===== config.mk =====
export PLATFORM = sky130hd
export DESIGN_NAME = instr_fetch_unit_flat
export DESIGN_NICKNAME = d
export VERILOG_FILES = /design/src/rtl/instr_fetch_unit_if.sv /design/src/rtl/instr_fetch_unit.sv /design/src/flat_wrapper.sv
export SDC_FILE = /design/constraint.sdc
export NUM_CORES = 1
export LEC_CHECK = 0
export CAP_MARGIN = 20
export CORE_ASPECT_RATIO = 0.8
export CORE_MARGIN = 5
export CORE_UTILIZATION = 49
export CTS_CLUSTER_DIAMETER = 120
export CTS_CLUSTER_SIZE = 10
export DETAILED_ROUTE_END_ITERATION = 6
export PLACE_DENSITY_LB_ADDON = 0.3
export SYNTH_ARGS = -nofsm -noshare
export SYNTH_HDL_FRONTEND = slang
export SYNTH_SLANG_ARGS = --single-unit

===== constraint.sdc =====
create_clock -name clk -period 4.4 [get_ports clk]
set_clock_uncertainty 0.05 [all_clocks]
set_input_delay 0.66 -clock clk [delete_from_list [all_inputs] [get_ports clk]]
set_output_delay 0.66 -clock clk [all_outputs]
set_load 0.03 [all_outputs]

===== src/rtl/instr_fetch_unit_if.sv =====
// ============================================================================
// Module   : instr_fetch_unit_if
// Purpose  : Instruction-memory request/acknowledge bus used by the fetch stage.
// Revision : 1.0
// ============================================================================
`default_nettype none

interface instr_fetch_unit_if #(
   parameter int ADDR_W = 16,
   parameter int DATA_W = 16
);
   logic              mem_req;
   logic [ADDR_W-1:0] mem_addr;
   logic              mem_ack;
   logic [DATA_W-1:0] mem_rdata;

   modport master (
      output mem_req,
      output mem_addr,
      input  mem_ack,
      input  mem_rdata
   );

   modport slave (
      input  mem_req,
      input  mem_addr,
      output mem_ack,
      output mem_rdata
   );
endinterface

`default_nettype wire


===== src/rtl/instr_fetch_unit.sv =====
// ============================================================================
// Module   : instr_fetch_unit
// Purpose  : Fetch stage: owns the PC, fetches over req/ack into the IR, stops on HALT.
// Revision : 1.0
// ============================================================================
`default_nettype none

module instr_fetch_unit #(
   parameter int                ADDR_W   = 16,
   parameter int                DATA_W   = 16,
   parameter logic [ADDR_W-1:0] RESET_PC = '0
) (
   input  wire                      clk,
   input  wire                      reset_n,
   instr_fetch_unit_if.master       mem,
   input  wire                      stall_i,
   input  wire                      redirect_i,
   input  wire  [ADDR_W-1:0]        redir_off_i,
   output logic                     instr_valid_o,
   output logic [DATA_W-1:0]        instr_o,
   output logic [ADDR_W-1:0]        instr_pc_o,
   output logic [3:0]               opcode_o,
   output logic [11:0]              imm12_o,
   output logic                     halted_o
);

   typedef enum logic [1:0] {
      S_IDLE   = 2'd0,
      S_FETCH  = 2'd1,
      S_HOLD   = 2'd2,
      S_HALTED = 2'd3
   } state_t;

   localparam logic [DATA_W-1:0] c_halt_word = '1;
   localparam logic [ADDR_W-1:0] c_one       = {{(ADDR_W-1){1'b0}}, 1'b1};

   state_t            state_q;
   logic [ADDR_W-1:0] pc_q;
   logic [ADDR_W-1:0] pc_d;
   logic [DATA_W-1:0] instr_q;
   logic [ADDR_W-1:0] instr_pc_q;
   logic              mem_req_q;
   logic              instr_valid_q;
   logic              halted_q;

   // Next PC is always relative to the address the held word came from.
   always_comb begin
      pc_d = instr_pc_q + c_one;
      if (redirect_i) begin
         pc_d = instr_pc_q + redir_off_i;
      end
   end

   always_ff @(posedge clk) begin
      if (!reset_n) begin
         state_q       <= S_IDLE;
         pc_q          <= RESET_PC;
         instr_q       <= '0;
         instr_pc_q    <= '0;
         mem_req_q     <= 1'b0;
         instr_valid_q <= 1'b0;
         halted_q      <= 1'b0;
      end else begin
         case (state_q)
            S_IDLE: begin
               state_q   <= S_FETCH;
               mem_req_q <= 1'b1;
            end
            S_FETCH: begin
               if (mem.mem_ack) begin
                  instr_q       <= mem.mem_rdata;
                  instr_pc_q    <= pc_q;
                  mem_req_q     <= 1'b0;
                  instr_valid_q <= 1'b1;
                  state_q       <= S_HOLD;
               end
            end
            S_HOLD: begin
               if (!stall_i) begin
                  instr_valid_q <= 1'b0;
                  // HALT takes priority over any redirect offered with it.
                  if (instr_q == c_halt_word) begin
                     halted_q <= 1'b1;
                     state_q  <= S_HALTED;
                  end else begin
                     pc_q      <= pc_d;
                     mem_req_q <= 1'b1;
                     state_q   <= S_FETCH;
                  end
               end
            end
            default: begin
               state_q <= S_HALTED;
            end
         endcase
      end
   end

   assign mem.mem_req    = mem_req_q;
   assign mem.mem_addr   = pc_q;
   assign instr_valid_o  = instr_valid_q;
   assign instr_o        = instr_q;
   assign instr_pc_o     = instr_pc_q;
   assign opcode_o       = instr_q[15:12];
   assign imm12_o        = instr_q[11:0];
   assign halted_o       = halted_q;

endmodule

`default_nettype wire


===== src/flat_wrapper.sv =====
// flat-port wrapper written by rule: the top's interface ports become plain ports
module instr_fetch_unit_flat 
#(
   parameter int                ADDR_W   = 16,
   parameter int                DATA_W   = 16,
   parameter logic [ADDR_W-1:0] RESET_PC = '0
)
  (clk, reset_n, stall_i, redirect_i, redir_off_i, instr_valid_o, instr_o, instr_pc_o, opcode_o, imm12_o, halted_o, mem_mem_req, mem_mem_addr, mem_mem_ack, mem_mem_rdata);
  instr_fetch_unit_if #(.ADDR_W(ADDR_W), .DATA_W(DATA_W)) mem_i ();
  input  wire clk;
  input  wire reset_n;
  input  wire stall_i;
  input  wire redirect_i;
  input  wire  [ADDR_W-1:0] redir_off_i;
  output logic instr_valid_o;
  output logic [DATA_W-1:0] instr_o;
  output logic [ADDR_W-1:0] instr_pc_o;
  output logic [3:0] opcode_o;
  output logic [11:0] imm12_o;
  output logic halted_o;
  output wire logic [$bits(mem_i.mem_req)-1:0] mem_mem_req;
  output wire logic [$bits(mem_i.mem_addr)-1:0] mem_mem_addr;
  input wire logic [$bits(mem_i.mem_ack)-1:0] mem_mem_ack;
  input wire logic [$bits(mem_i.mem_rdata)-1:0] mem_mem_rdata;
  assign mem_mem_req = mem_i.mem_req;
  assign mem_mem_addr = mem_i.mem_addr;
  assign mem_i.mem_ack = mem_mem_ack;
  assign mem_i.mem_rdata = mem_mem_rdata;
  instr_fetch_unit #(.ADDR_W(ADDR_W), .DATA_W(DATA_W), .RESET_PC(RESET_PC)) u_core (.clk(clk), .reset_n(reset_n), .mem(mem_i), .stall_i(stall_i), .redirect_i(redirect_i), .redir_off_i(redir_off_i), .instr_valid_o(instr_valid_o), .instr_o(instr_o), .instr_pc_o(instr_pc_o), .opcode_o(opcode_o), .imm12_o(imm12_o), .halted_o(halted_o));
endmodule

; After elaboration in Yosys (flattened, before gate mapping)
; Index checks and enable logic that the tools add are counted.
[totals]
ff_bits = 53
mem_bits_ro = 0
ram_bits = 0
output_inout_bits = 67
memories = 0
latch_bits = 0
wordCells = 38
[op_classes]
n_mux = 12
reduce_logical = 9
bitwise = 2
n_lt_le_gt_ge = 0
n_div = 0
multipliers = 0
addsub = 2
n_eq_ne = 6
n_shift = 0
[op_table]
columns = op, count
row1 = $add A16 B1 Y16 const B, 1
row2 = $add A16 B16 Y16, 1
row3 = $eq A16 B16 Y1 const B, 1
row4 = $mux W16, 1
row5 = $reduce_and A3 Y1, 3
row6 = $mux W2, 3
row7 = $ne A2 B2 Y1 const B, 3
row8 = $pmux W2 S3, 1
row9 = $mux W1, 5
row10 = $reduce_and A2 Y1, 2
row11 = $reduce_and A4 Y1, 1
row12 = $pmux W1 S3, 1
row13 = $reduce_bool A3 Y1, 1
row14 = $eq A2 B1 Y1 const B, 1
row15 = $eq A2 B2 Y1 const B, 1
row16 = $logic_not A2 Y1, 1
row17 = $not A1 Y1, 2
row18 = $pmux W1 S2, 1
row19 = $reduce_bool A2 Y1, 1

; Longest topological paths before layout
; Gate-level depths: netlist of the first run.
[logic_depth]
depth_word = 4
mapped_depth = 9

; Worst setup path after synthesis of the first run
; Ideal clock, no wire load.
[synth_timing]
kind = input-to-reg
from = input port redirect_i
to = register u_core.pc_q[15] (netlist: u_core.mem.mem_addr[15])
setup_ns = 0.122
setup_slack_ns = 1.776
path_stages = 9
required_ns = 4.228
path_buffers = 2
arrival_ns = 2.452
path_cell_list = clkbuf_1 > and2_1 > ha_1 > clkbuf_1 > a21o_1 > nor2_1 > or4bb_1 > nor4b_1 > a221o_1
[synth_via]
elab_chain_cells = 1
[synth_lines]
columns = element, line_no
row1 = "start, declared", flat_wrapper.sv:13  ; input wire redirect_i;
row2 = $mux W16, instr_fetch_unit.sv:49  ; if (redirect_i) begin
row3 = "end signal, assigned", instr_fetch_unit.sv:86  ; pc_q <= pc_d;
row4 = "end, declared", instr_fetch_unit.sv:38  ; logic [ADDR_W-1:0] pc_q;
; Every way passes these cells.
; A chain may end at the register's enable or synchronous reset.

; Worst setup path after layout of the first run
[layout_timing]
from = input port redirect_i
to = register u_core.pc_q[14] (netlist: u_core.mem.mem_addr[14])
; Same word-level chain as after synthesis.

==> impl_results.md, run 1 <==
- Number of antenna diodes: 0
- Net Sw Frac: 29.10%
- Max VDD drop: 147.7 uV
- Initial antenna violation count: 0
- Vias in the first global route: 2742
- Cell Pwr Density: 244.8 nW/um^2
- Synth Register Bits: 53
- DR DRC count: 0
- Combinational family with the most area after synthesis: simple AND/OR/NAND/NOR gates
- Synth warn: 0
- Post_cts resized: 0
- Clk pwr share: 28.6%
- Final HPWL DP: 6.149 mm
- Per-cell routed wire length: 15.66 um
- Critical path depth: 9
- Setup slack, reg-to-reg: 2.02 ns
- Post-layout instance area: 3984 sq um
- WL final: 8.411 mm
- Adder-Cell Fraction of Synth Area: 7.085%
- Fillers: 523
- Mux contribution to synthesized area: 0.8963%
- TNS Setup: 0 ns
- Layout area overhead: 35.89%
- Slowest stage cell, crit path: clkdlybuf4s50_1
- RSZ-0062 raised after global routing: no
- Skew-Pair Late Insertion Delay: 0.31 ns
- Synth top area cells: dfxtp_1, nand2_1, a21oi_1
- CP top delay family: compound AO/OA/AOI/OAI gates
- Placed Cells: 529
- Die W: 96.48 um
- Arrival @ worst endpoint: 3.43 ns
- Tot Pwr: 0.0009754 W
- Synth Instances: 377
- Placeable Area: 5849 sq um
- Yosys top cell area share: 36.19%
- Row count: 25
- Pin count of the biggest net entering global routing: 44
- Crit-path max cell delay: 0.78 ns
- Placed cell area: 3897 sq um
- H-Tree Depth: 2
- CTS Buf Count: 5
- Pint: 0.0006915 W
- Port bufs: 103
- Max Cap Viol: 0
- Mapped Area: 2932 sq um
- Req. time, crit path: 4.55 ns
- Boundary Pins: 104
- Most common cell after layout, fill and taps aside: clkdlybuf4s50_1
- Final period util: 74.55%
- R2R Path End: u_core.mem.mem_addr[14]
- CTS tree: built
- Most used flip-flop cell after synthesis: dfxtp_1
- Root buf cell: clkbuf_8
- GRT Total Usage: 22.39%
- TritonRoute pass-1 iters: 4
- Clk sinks: 53
- Post-Synth Simple-Gate Area: 26.46%
- Synth cell types: 49
- Crit path kind: input port to register
- Status: completed
- Leakage: 1.505 nW
- Non-Filler Instances: 537
- Worst Setup EP: u_core.mem.mem_addr[14]
- Combinational Power Share: 19.6%
- Setup bufs post-CTS: 0
- DR iter-0 viols: 168
- EDFF count, synth: 0
- Synthesized area per cell: 7.776 sq um
- Clock slew at reported path FFs: 0.10 ns
- Actual slew at the worst max-slew pin: 0.7792 ns
- R2R cell count: 7
- Ys async rst share: 0%
- Relative slew slack: 48.05%
- Setup violators final: 0
- Critical Path Source: redirect_i
- Endpoint type of the worst setup path: register
- Seq/Total Area, Yosys: 36.19%
- Die Ht: 79.18 um
- Layout Nets: 508
- Critical-path cell list: clkdlybuf4s50_1 -> nand2b_1 -> ha_1 -> fa_1 -> a21oi_1 -> o221ai_1 -> o311ai_0 -> a2111o_1 -> o211ai_1
- Gpl congestion: 0.8789
- Compound-cell area share of the yosys netlist: 20.15%
- DR vias/cell: 5.505
- CP Launch Type: input port
- Fmax: 304.9 MHz
- Highest net fanout along the worst path: 16
- Most frequent cells in the layout: clkdlybuf4s50_1, nand2_1, a21oi_1
- Worst hold path class: register to register
- Crit path time final: 3.280 ns
- First-pass GRT wire length: 13.57 mm
- Sw Pwr: 0.0002839 W
- Synth Area in XOR/XNOR: 1.793%
- Layout cells sized above 1: 4.386%
- CTS max path bufs: 2
- Synth area leader: dfxtp_1
- Vias after detailed routing: 2956
- Cts hold-fix bufs: 0
- Buf+Inv Stages, Crit Path: 1
- Die ar.: 7639 sq um
- Overflow after GRT: 0
- Initial Utilization: 50.12%
- Sequential share of power: 51.9%
- Antenna Violating Nets Remaining: 0
- R2r startpoint: u_core.instr_pc_o[0]
- Max Slew Vio Count: 0
- Syn nets: 430
- Fin. Hold Viols: 0
==> kinds of logic (layout without fill, tap and decap cells) <==
logic type	count (synthesis)	after routing
AND/OR/NAND/NOR	161	161
AO/OA/AOI/OAI	98	98
flip-flops	53	53
buffers and inverters	41	120
adder cells (fa/ha/maj)	16	16
XOR/XNOR	6	6
multiplexers	2	2
==> sequential cells by signal (all words and copies together), names as in the netlist <==
| register | count |
|---|---|
| u_core.mem.mem_addr | 16 |
| u_core.mem.mem_req | 1 |
| u_core.instr_valid_o | 1 |
| u_core.state_q | 2 |
| u_core.instr_pc_o | 16 |
| u_core.instr_o | 16 |
| u_core.halted_o | 1 |
==> worst min-delay path: cells and delay by family (launching register included) <==
kind | cells | cell delay, ns
simple gates | 1 | 0.06
flops | 1 | 0.33
compound gates | 1 | 0.05
==> layer usage <==
| metal | wire length, um | up-vias | global-route usage (%) |
|---|---|---|---|
| li1 | - | 1454 | - |
| met1 | 3727 | 1370 | 30.27 |
| met2 | 3868 | 122 | 35.40 |
| met3 | 696 | 10 | 5.966 |
| met4 | 119 | 0 | 5.462 |
| met5 | 0 | - | 0 |
==> Yosys cell counts (all sizes together) (2+ instances only) <==
cell and instances:
a211oi 3, a21o 8, a21oi 56, a31oi 2, and2 17, and3 2, buf 19, clkbuf 17
dfxtp 53, ha 15, inv 4, mux2 2, nand2 84, nand2b 5, nand3 17, nand4 8
nor2 13, nor3 2, nor4 2, o2111ai 3, o21a 4, o21ai 10, o311ai 3, o31ai 2
or3 5, or4 3, xnor2 3, xor2 3
==> how the worst min path moves through the flow <==
| stage | start | end | slack, ns | cells past startpoint |
|---|---|---|---|---|
| final | u_core.mem.mem_addr[1] | u_core.instr_pc_o[1] | 0.43 | 2 |
| after detailed placement | u_core.mem.mem_addr[11] | u_core.instr_pc_o[11] | 0.41 | 2 |
| after floorplan | u_core.state_q[1] | u_core.state_q[0] | 0.44 | 1 |
| after global placement | u_core.mem.mem_req | u_core.mem.mem_req | 0.40 | 2 |
| after CTS | u_core.mem.mem_addr[0] | u_core.mem.mem_addr[0] | 0.43 | 2 |
| after global routing | u_core.mem.mem_addr[1] | u_core.mem.mem_addr[1] | 0.45 | 2 |
==> layout make-up <==
class	count	area, sq um	area share [%]
inverter	5	18.77	0.4711
tap	81	101.3	2.544
multi-input combinational	283	1655	41.55
clock buffer	6	72.57	1.822
sequential	53	1061	26.63
timing repair buffer	107	1061	26.63
clock inverter	2	13.76	0.3455
==> stage by stage <==
stage	util [%]	hold slack [ns]	setup WS [ns]
floorplan	-	0.4379	1.776
global placement	66.63	0.4037	0.8758
detailed placement	66.63	0.4138	0.8020
CTS	68.11	0.4286	1.145
global route	68.11	0.4460	0.9335
finish	68.11	0.4310	1.120
==> power by group through the flow <==
stage                     combinational (W)  sequential (W)  clock [W]
after floorplan                   0.0000884        0.000539          0
after global placement             0.000187        0.000516          0
after detailed placement           0.000190        0.000517          0
after CTS                          0.000191        0.000506   0.000286
after global routing               0.000206        0.000509   0.000306
final                              0.000191        0.000506   0.000279
(Power assumes the default switching activity.)
==> inputs of run 2 (changes only) <==
- CORE_UTILIZATION: 49 -> 41
- clock period: 4.4 -> 2.9 ns (I/O delays scaled with it)
==> run 2 against run 1 <==
Compared with the run above:
- combinational power grew 61%
- via count grew 0.61%
- sequential power grew 52%
- critical endpoint unchanged
- cell area grew 5.4%
- sequential cell count is the same
- cell count grew 6.1%
- total power grew 55%
- routed wire length grew 3.6%
- register-to-register slack lost 1.4 ns
- setup slack lost 0.95 ns
==> impl_results.md, run 2 (synthesized netlist as in run 1, its figures left out) <==
- Max Slew Vio Count: 0
- DP Worst Slack: -0.1442 ns
- Crit path time final: 2.725 ns
- Initial Utilization: 42.33%
- CP Launch Type: input port
- Layout Nets: 535
- Status: completed
- Worst Hold End: u_core.mem.mem_addr[1]
- DR DRC count: 0
- Vias in the first global route: 2892
- Initial antenna violation count: 0
- CTS Buf Count: 5
- Setup slack, reg-to-reg: 0.61 ns
- Fillers: 628
- DR iter-0 viols: 116
- Arrival @ worst endpoint: 2.92 ns
- Max Cap Viol: 0
- Vias after detailed routing: 2974
- DR vias/cell: 5.218
- Crit path top cell by count: buf_4
- Setup ws final: 0.1745 ns
- Post-layout util: 60.61%
- Most common cell after layout, fill and taps aside: clkdlybuf4s50_1
- Critical-path cell list: clkdlybuf4s50_1 -> buf_4 -> and2_1 -> ha_1 -> nand4_1 -> o221ai_1 -> o311ai_0 -> buf_4 -> a2111o_1 -> o211ai_1
- Gpl congestion: 0.8439
- Layout cells sized above 1: 9.938%
- Boundary Pins: 104
- Crit-path max cell delay: 0.45 ns
- Multi-input combinational cell area: 1655 sq um
- Cts hold-fix bufs: 0
- Worst hold path class: register to register
- Slowest stage cell, crit path: clkdlybuf4s50_1
- CTS max path bufs: 2
- Clk sinks: 53
- Final period util: 93.98%
- Overflow after GRT: 0
- Cell Pwr Density: 359.5 nW/um^2
- Highest net fanout along the worst path: 8
- WL final: 8.716 mm
- H-Tree Depth: 2
- R2r startpoint: u_core.instr_pc_o[0]
- Setup violators final: 0
- Max VDD drop: 189.0 uV
- Most frequent cells in the layout: clkdlybuf4s50_1, nand2_1, a21oi_1
- Hold Path Origin: u_core.mem.mem_addr[1]
- Fin. Hold Viols: 0
- First-pass GRT wire length: 14.08 mm
- Pin count of the biggest net entering global routing: 44
- Post_cts resized: 0
- CTS tree: built
- R2R cell count: 7
- Per-cell routed wire length: 15.29 um
- RSZ-0062 raised after global routing: no
- Die W: 104.5 um
- Port bufs: 103
- Root buf cell: clkbuf_8
- Skew-Pair Late Insertion Delay: 0.31 ns
- Sequential Area: 1061 sq um
- Hold path cells: 2
- Row count: 27
- Layout area overhead: 43.19%
- Actual slew at the worst max-slew pin: 0.6780 ns
- Relative slew slack: 54.80%
- Die Ht: 85.63 um
- Number of antenna diodes: 0
- Crit path kind: input port to register
- Endpoint type of the worst setup path: register
- Placeable Area: 6925 sq um
- Fmax: 366.9 MHz
- TNS Setup: 0 ns
- Leakage: 1.639 nW
- Die ar.: 8952 sq um
- Req. time, crit path: 3.10 ns
- TritonRoute pass-1 iters: 4
- Clock slew at reported path FFs: 0.10 ns
- GRT Total Usage: 18.98%
- Setup bufs post-CTS: 0
- R2R Path End: u_core.mem.mem_addr[12]
- Antenna Violating Nets Remaining: 0
- Final HPWL DP: 6.571 mm
==> run 2: worst max path at each step <==
stage / startpoint / cells past startpoint / slack (ns) / to
after floorplan: redirect_i / 9 / 0.50 / u_core.mem.mem_addr[15]
after global placement: redirect_i / 10 / -0.11 / u_core.mem.mem_addr[14]
after detailed placement: redirect_i / 10 / -0.14 / u_core.mem.mem_addr[14]
after CTS: redirect_i / 10 / 0.18 / u_core.mem.mem_addr[14]
after global routing: redirect_i / 10 / 0.02 / u_core.mem.mem_addr[14]
final: redirect_i / 10 / 0.17 / u_core.mem.mem_addr[14]
==> run 2: layout make-up <==
class                           instances  area share [%]
Clock buffer                            5           1.639
Clock inverter                          3          0.5067
Inverter                                5          0.4471
Multi-Input combinational cell        283           39.43
Sequential cell                        53           25.28
Tap cell                               87           2.593
Timing Repair Buffer                  134           30.10
==> run 2: routing by layer <==
metal | vias to the layer above | part of all wire [%] | global-route usage, %
met5 | - | 0 | 0
met3 | 6 | 5.5 | 4.364
met1 | 1380 | 48 | 26.39
li1 | 1511 | - | -
met2 | 77 | 46 | 29.67
met4 | 0 | 0.88 | 5.059
==> run 2: worst max-delay path: cells and delay by family <==
family	cells	cell delay [ns]
simple gates	2	0.31
buf+inv	3	0.79
compound gates	4	1.01
fa+ha+maj	1	0.38
==> run 2: power by group <==
group	switching [W]	internal, W	total, W	leakage [nW]
Clock	0.000261	0.000172	0.000433	0.0445
Sequential	0.0000201	0.000748	0.000768	0.430
Combinational	0.000166	0.000142	0.000308	1.17
Total	0.000447	0.00106	0.00151	1.64
==> run 2: stage by stage <==
| stage | hold slack [ns] | instance area, sq um | total power [W] | std cells |
|---|---|---|---|---|
| after floorplan | 0.4379 | 2932 | 0.0009513 | 377 |
| after global placement | 0.4053 | 4108 | 0.001086 | 562 |
| after detailed placement | 0.4122 | 4108 | 0.001093 | 562 |
| after CTS | 0.4259 | 4198 | 0.001517 | 570 |
| after global routing | 0.4436 | 4198 | 0.001579 | 570 |
| final | 0.4244 | 4198 | 0.001509 | 570 |
